File: config.mk
export PLATFORM = sky130hd
export DESIGN_NAME = charge_session_controller
export DESIGN_NICKNAME = d
export VERILOG_FILES = /design/src/rtl/charge_session_controller.sv
export SDC_FILE = /design/constraint.sdc
export NUM_CORES = 1
export LEC_CHECK = 0
export CAP_MARGIN = 20
export CORE_MARGIN = 5
export CORE_UTILIZATION = 30
export CTS_CLUSTER_DIAMETER = 200
export CTS_CLUSTER_SIZE = 28
export DETAILED_ROUTE_END_ITERATION = 12
export DONT_BUFFER_PORTS = 1
export PLACE_DENSITY_LB_ADDON = 0.25
export SKIP_LAST_GASP = 1
export SLEW_MARGIN = 0
export SYNTH_ARGS = -nofsm -noshare
export SYNTH_HDL_FRONTEND = slang
export SYNTH_SLANG_ARGS = --single-unit
File: constraint.sdc
create_clock -name clk -period 6.95 [get_ports clk]
set_input_delay 0.695 -clock clk [delete_from_list [all_inputs] [get_ports clk]]
set_output_delay 0.695 -clock clk [all_outputs]
set_load 0.1 [all_outputs]
File: src/rtl/charge_session_controller.sv
// Session sequencer for the coin-operated charger: amount entry, timed charge, done hold.
// Optional low-time warning output is built only when LOW_TIME_WARN_EN is defined.
module charge_session_controller #(
   parameter int unsigned CLK_HZ        = 50000000,
   parameter int unsigned MAX_AMOUNT    = 20,
   parameter int unsigned SEC_PER_UNIT  = 2,
   parameter int unsigned ENTRY_TIMEOUT = 10,
   parameter int unsigned DONE_HOLD     = 3,
   parameter int unsigned WARN_SECS     = 5
) (
   input  logic       clk,
   input  logic       rst_n,
   input  logic       key_valid,
   input  logic [3:0] key_value,
   input  logic       start,
   input  logic       cancel,
   output logic [4:0] amount,
   output logic [5:0] remaining_time,
   output logic       charging,
   output logic       done,
   output logic [2:0] state,
   output logic       warn
);

   localparam logic [2:0] S_IDLE   = 3'd0;
   localparam logic [2:0] S_ENTRY1 = 3'd1;
   localparam logic [2:0] S_ENTRY2 = 3'd2;
   localparam logic [2:0] S_CHARGE = 3'd3;
   localparam logic [2:0] S_DONE   = 3'd4;

   localparam int unsigned PW   = (CLK_HZ > 1) ? $clog2(CLK_HZ) : 1;
   localparam int unsigned SMAX = (ENTRY_TIMEOUT > DONE_HOLD) ? ENTRY_TIMEOUT : DONE_HOLD;
   localparam int unsigned SW   = $clog2(SMAX + 1);

   logic [PW-1:0] pre_cnt;
   logic [SW-1:0] sec_cnt;
   logic          tick;
   logic          key_ok;
   logic          key_nz;
   logic          entry_timeout;
   logic          done_expire;
   logic [7:0]    entry_sum;
   logic [4:0]    entry_amount;
   logic [4:0]    digit_amount;
   logic [5:0]    charge_load;

   logic [2:0]    state_nxt;
   logic [4:0]    amount_nxt;
   logic [5:0]    rt_nxt;

   assign tick          = (pre_cnt == PW'(CLK_HZ - 1));
   assign key_ok        = key_valid && (key_value <= 4'd9);
   assign key_nz        = key_ok && (key_value != 4'd0);
   assign entry_timeout = tick && (sec_cnt == SW'(ENTRY_TIMEOUT - 1));
   assign done_expire   = tick && (sec_cnt == SW'(DONE_HOLD - 1));

   // Second digit is accumulated at 8 bits so 10*9+9 cannot wrap before the clamp.
   assign entry_sum    = ({3'b000, amount} * 8'd10) + {4'b0000, key_value};
   assign entry_amount = (entry_sum > 8'(MAX_AMOUNT)) ? 5'(MAX_AMOUNT) : entry_sum[4:0];
   assign digit_amount = ({1'b0, key_value} > 5'(MAX_AMOUNT)) ? 5'(MAX_AMOUNT)
                                                               : {1'b0, key_value};
   assign charge_load  = 6'(SEC_PER_UNIT * amount);

   always_comb begin
      state_nxt  = state;
      amount_nxt = amount;
      rt_nxt     = remaining_time;
      case (state)
         S_IDLE: begin
            amount_nxt = '0;
            rt_nxt     = '0;
            if (key_nz) begin
               state_nxt  = S_ENTRY1;
               amount_nxt = digit_amount;
            end
         end
         S_ENTRY1, S_ENTRY2: begin
            if (cancel) begin
               state_nxt  = S_IDLE;
               amount_nxt = '0;
               rt_nxt     = '0;
            end else if (start) begin
               state_nxt = S_CHARGE;
               rt_nxt    = charge_load;
            end else if (key_ok && (state == S_ENTRY1)) begin
               state_nxt  = S_ENTRY2;
               amount_nxt = entry_amount;
            end else if (entry_timeout) begin
               state_nxt  = S_IDLE;
               amount_nxt = '0;
               rt_nxt     = '0;
            end
         end
         S_CHARGE: begin
            if (cancel) begin
               state_nxt  = S_IDLE;
               amount_nxt = '0;
               rt_nxt     = '0;
            end else if (tick) begin
               rt_nxt = remaining_time - 6'd1;
               if (remaining_time == 6'd1)
                  state_nxt = S_DONE;
            end
         end
         S_DONE: begin
            if (key_nz) begin
               state_nxt  = S_ENTRY1;
               amount_nxt = digit_amount;
               rt_nxt     = '0;
            end else if (done_expire) begin
               state_nxt  = S_IDLE;
               amount_nxt = '0;
               rt_nxt     = '0;
            end
         end
         default: begin
            state_nxt  = S_IDLE;
            amount_nxt = '0;
            rt_nxt     = '0;
         end
      endcase
   end

   // Both time bases restart on any state change so each state's first second is full.
   always_ff @(posedge clk or negedge rst_n) begin
      if (!rst_n) begin
         pre_cnt <= '0;
         sec_cnt <= '0;
      end else if (state_nxt != state) begin
         pre_cnt <= '0;
         sec_cnt <= '0;
      end else begin
         pre_cnt <= tick ? '0 : pre_cnt + PW'(1);
         if (tick && (sec_cnt != SW'(SMAX)))
            sec_cnt <= sec_cnt + SW'(1);
      end
   end

   always_ff @(posedge clk or negedge rst_n) begin
      if (!rst_n) begin
         state          <= S_IDLE;
         amount         <= '0;
         remaining_time <= '0;
         charging       <= 1'b0;
         done           <= 1'b0;
      end else begin
         state          <= state_nxt;
         amount         <= amount_nxt;
         remaining_time <= rt_nxt;
         charging       <= (state_nxt == S_CHARGE);
         done           <= (state_nxt == S_DONE);
      end
   end

`ifdef LOW_TIME_WARN_EN
   always_ff @(posedge clk or negedge rst_n) begin
      if (!rst_n)
         warn <= 1'b0;
      else
         warn <= (state_nxt == S_CHARGE) && (rt_nxt != '0) && (rt_nxt <= 6'(WARN_SECS));
   end
`else
   assign warn = 1'b0;
`endif

endmodule

* Yosys cells after proc, flatten, opt, wreduce, memory -nomap -nowiden
Cells that the tools add are included.
Word-level totals: input port bits 9, output and inout bits 17, register bits 46, logic and storage cells 81
Operators by class: equal/unequal tests 19, $add $sub $neg 4, multiplexer cells 35, reduce and logical (&&, ||, !) cells 12, multiply operators 1, order comparisons 3
Operators by type and width (number):
- $mux W26 | 2
- $mux W5 | 10
- $mux W6 | 8
- $mux W3 | 10
- $add A26 B1 Y26 const B | 1
- $eq A26 B26 Y1 const B | 1
- $pmux W5 S4 | 1
- $pmux W6 S3 | 1
- $ne A4 B4 Y1 const B | 4
- $pmux W3 S4 | 1
- $eq A3 B2 Y1 const B | 3
- $ne A3 B3 Y1 const B | 3
- $add A8 B4 Y8 | 1
- $gt A8 B5 Y1 const B | 1
- $mux W4 | 2
- $reduce_and A4 Y1 | 2
- $mul A5 B3 Y7 const B | 1
- $eq A3 B3 Y1 const B | 2
- $eq A6 B1 Y1 const B | 1
- $logic_and A1 B1 Y1 | 6
- $sub A6 B1 Y6 const B | 1
- $gt A4 B5 Y1 const B | 1
- $add A4 B1 Y4 const B | 1
- $eq A4 B2 Y1 const B | 1
- other kinds (9) | 9

* Depth between registers and ports, before layout
word-level depth 9, gate-level depth with buffers 9, mapped depth without buffers 9

* Worst setup path before layout
No wires, ideal clock.
kind register -> register, from register amount[1], to register amount[4], stages on the path, launching flop included 10, library setup time 0.120 ns, slack 3.619 ns, arrival time 3.211 ns, required time 6.830 ns, path buffers 0, clock period less this slack 3.331 ns, cells stage by stage dfrtp_1 ha_1 ha_1 fa_1 xor2_1 a2111oi_0 or3b_1 o311ai_2 a31oi_1 a21o_1
On the way: word-level cells in the longest chain between the ends 8
Ends and longest elaborated chain:
- from (decl) | RTL line 17 | output logic [4:0] amount,
- from (signal assigned) | RTL line 148 | amount <= amount_nxt;
- $mul A5 B3 Y7 * | RTL line 58 | assign entry_sum = ({3'b000, amount} * 8'd10) + {4'b0000, key_value};
- $add A8 B4 Y8 * | RTL line 58
- $gt A8 B5 Y1 | RTL line 59 | assign entry_amount = (entry_sum > 8'(MAX_AMOUNT)) ? 5'(MAX_AMOUNT) : entry_sum[4:0];
- $mux W5 * | RTL line 59
- $mux W5 * | RTL line 85 | end else if (key_ok && (state == S_ENTRY1)) begin
- $mux W5 * | RTL line 82 | end else if (start) begin
- $mux W5 * | RTL line 78 | if (cancel) begin
- $pmux W5 S4 * | RTL line 68 | case (state)
Mark *: on every way between the ends. The rest lies on a longest branch, timed or not. The select of a mux whose other input is x is not followed. A chain may end at the register's enable or synchronous reset.

* Worst setup path in the final report
from register amount[3], to register amount[4]
Same word-level chain as after synthesis.

==> impl_metrics.toml <==
[timing]
grt_setup_unrepaired = "false"
hold_viol = 0
tns_ns = 0
postLayoutSetupSlackWorst_ns = 3.435
report.final.setup_viol = 0
maxSlewViolCount = 0
achievable-frequency_mhz = 284.5
maxSlewHeadroom_pct = 30.61
layout_min_cycle_time_ns = 3.515
finalCritPeriodShare_pct = 50.58
timing_worst_slew_pin_value_ns = 1.041
clock_skew_ns = 0.005517

[routing]
dr_total_vias = 2471
initialDrtViolationCount = 87
routed_wl_mm = 7.319
drt-pass1-iter-count = 4
drt-vias-per-instance = 5.213
drc = 0
routedWlPerCell_um = 15.44
drt.antenna.violating_nets = 0

[cells_and_area]
post-route-cell-area_um2 = 3690
post_layout_nonfiller_instances = 474
multiInputGateArea_um2 = 2100
drive_above_1_share_pct = 22.05
final_net_count = 356
antenna_cells_inserted = 0
syn2layout_area_growth_pct = 8.141
area_occupied_by_registers_um2 = 1151
final.fill_count = 1134

[setup_path]
critPathMaxFanout = 5
worst_r2r_startpoint = "amount[3]"
path_common_cell = "ha_1"
r2r_setup_slack_ns = 3.43
timing.critical_path.required_ns = 7.13
worstPathBufferInverterCount = 0
timing.critical_path.to_type = "flip-flop"
critical_path_class = "flip-flop to flip-flop"
r2r_cells = 9
slowest_delay_ns = 1.00
timing.critical_path.slowest_stage_cell = "dfrtp_1"
timing.critical_path.max_delay_family = "flip-flops"
crit_path_start_kind = "flip-flop"
worst_setup_path_startpoint = "amount[3]"
crit_path_cell_trace = "ha_1 > ha_1 > fa_1 > xor2_1 > a2111oi_0 > or3b_1 > o311ai_2 > a31oi_1 > a21o_1"
arrival_ns = 3.69
crit-reg2reg-capture = "amount[4]"

[synthesis]
synth_seq_cells = 46
synthesis.area_um2 = 3412
synth_most_common_cell = "dfrtp_1"
ys.flop_type = "dfrtp_1"
async_flop_share_pct = 100.0
synth.top_cells.by_count = "dfrtp_1 (46), nand2_1 (32), nor3_2 (29), xor2_1 (20)"
syn_avg_cell_area_um2 = 10.34
ys_top_cells_by_area = "dfrtp_1 (34%), nor3_2 (8.5%), ha_1 (5.5%)"
post_synth_num_cell_types = 74
synth_fp_nets = 356
yosys_warn_count = 0
synthesized_instance_count = 330
synth_area_leader_cell = "dfrtp_1"
synth.top_cell.area_share_pct = 33.74
synth.yosys.seq_area_share_pct = 33.74
synth_edf_count = 0

[placement]
gp_routability_congestion = 0.7897
placement.cell_area_um2 = 3523
dp_cells = 466
place_hpwl_mm = 5.463
placement.setup.worst_slack_ns = 3.400
buffer_ports.inserted = 0

[clock_network]
clkTransAtPathRegs_ns = 0.07
post_cts.resized_instances = 0
cts-buffers-inserted = 5
cts.htree.levels = 2
post_cts_hold_buffers = 0
post-cts-setup-buffers = 0
cts_tree = "done"
skew_pair_late_insertion_delay_ns = 0.29
clock_tree.buffer_depth = 2
clk_root_buf = "clkbuf_16"
cts.sink_count = 46

[pwr]
p_per_area_nw_per_um2 = 356.3
vdd.ir_drop.worst_v = 0.0001720
cellLeakagePower_nw = 1.541

[floorplanning]
fp.dieArea_um2 = 13610
fp-row-count = 39
die_h_um = 116.6
boundaryPins = 26
core_area_um2 = 11270
start_util_pct = 30.27
die_width_um = 116.6

[flow_run]
drv_cap = 0

[grt]
maximum_number_of_pins_on_one_net_before_global_route_repair = 47
grt_first_pass_wirelength_mm = 12.51
grt_use_total_pct = 11.35
grt_antenna_before_repair = 0
grt_overflow = 0
first_global_vias = 2534

[run_status]
status = "finished clean"

[worst_hold_path]
min-delay-path-class = "primary input to asynchronous set/reset pin"
## layout make-up
class / count / share of cell area (%)
clock buffer: 6 / 3.493
clock inverter: 2 / 1.017
inverter: 15 / 1.526
multi-input combinational: 257 / 56.90
sequential: 46 / 31.20
tap: 143 / 4.849
timing repair buffer: 5 / 1.017
## routing by layer
layer | vias up | part of all wire (%) | global-route usage [%] | routed length [um]
li1 | 1211 | - | - | -
met1 | 1207 | 44 | 14.03 | 3246
met2 | 43 | 50 | 19.79 | 3672
met3 | 10 | 4.2 | 2.694 | 309
met4 | 0 | 1.2 | 3.135 | 90
met5 | - | 0 | 0 | 0
## worst register-to-register path, stage by stage, from the launching register on
cell and delay (ns):
dfrtp_1 1.00, ha_1 0.40, ha_1 0.20, fa_1 0.37, xor2_1 0.22, a2111oi_0 0.37
or3b_1 0.40, o311ai_2 0.14, a31oi_1 0.13, a21o_1 0.17
## cells by family after synthesis
kind of cell | count (synthesis) | synth area share [%]
AND/OR/NAND/NOR | 145 | 29.59
AO/OA/AOI/OAI | 58 | 15.33
flip-flops | 46 | 33.74
XOR/XNOR | 32 | 8.434
buffers and inverters | 27 | 4.950
adder cells (fa/ha/maj) | 17 | 6.674
multiplexers | 4 | 1.173
other | 1 | 0.1099
## worst max-delay path by stage
stage                           end  cells after the start
after floorplan           amount[4]                      9
after global placement    amount[4]                      9
after detailed placement  amount[4]                      9
after CTS                 amount[4]                      9
after global routing      amount[1]                      9
final                     amount[4]                      9
## where the power goes
group	switching (mW)	total [mW]	internal [mW]
Sequential	0.161	0.457	0.296
Clock	0.105	0.275	0.170
Combinational	0.395	0.583	0.189
## registers in the layout, summed over array words and instances, names as in the netlist
register	flops
done	1
amount	5
remaining_time	6
state	3
pre_cnt	26
charging	1
sec_cnt	4
## cell usage in the layout, fill, tap and decap left out, drive strengths merged, types with 4 or more instances in the layout
cell type,instances
dfrtp,46
nor3,38
mux2i,4
xor2,21
o211ai,4
nor2,17
o2bb2ai,5
xnor2,11
ha,15
buf,5
clkbuf,6
nand3,17
a32oi,6
o21ai,7
a21oi,7
a31oi,8
and4,4
nand4,11
inv,15
nand2,32
## through the flow
step | util, % | hold slack [ns] | total power [mW]
2_1_floorplan | - | 0.3994 | 0.9774
4_1_cts | 32.73 | 0.09259 | 1.333
3_5_place_dp | 31.26 | 0.4013 | 1.053
6_report | 32.73 | 0.1027 | 1.315
5_1_grt | 32.73 | 0.08413 | 1.400
3_3_place_gp | 31.26 | 0.4010 | 1.051
Power figures use the tool's default switching activity.
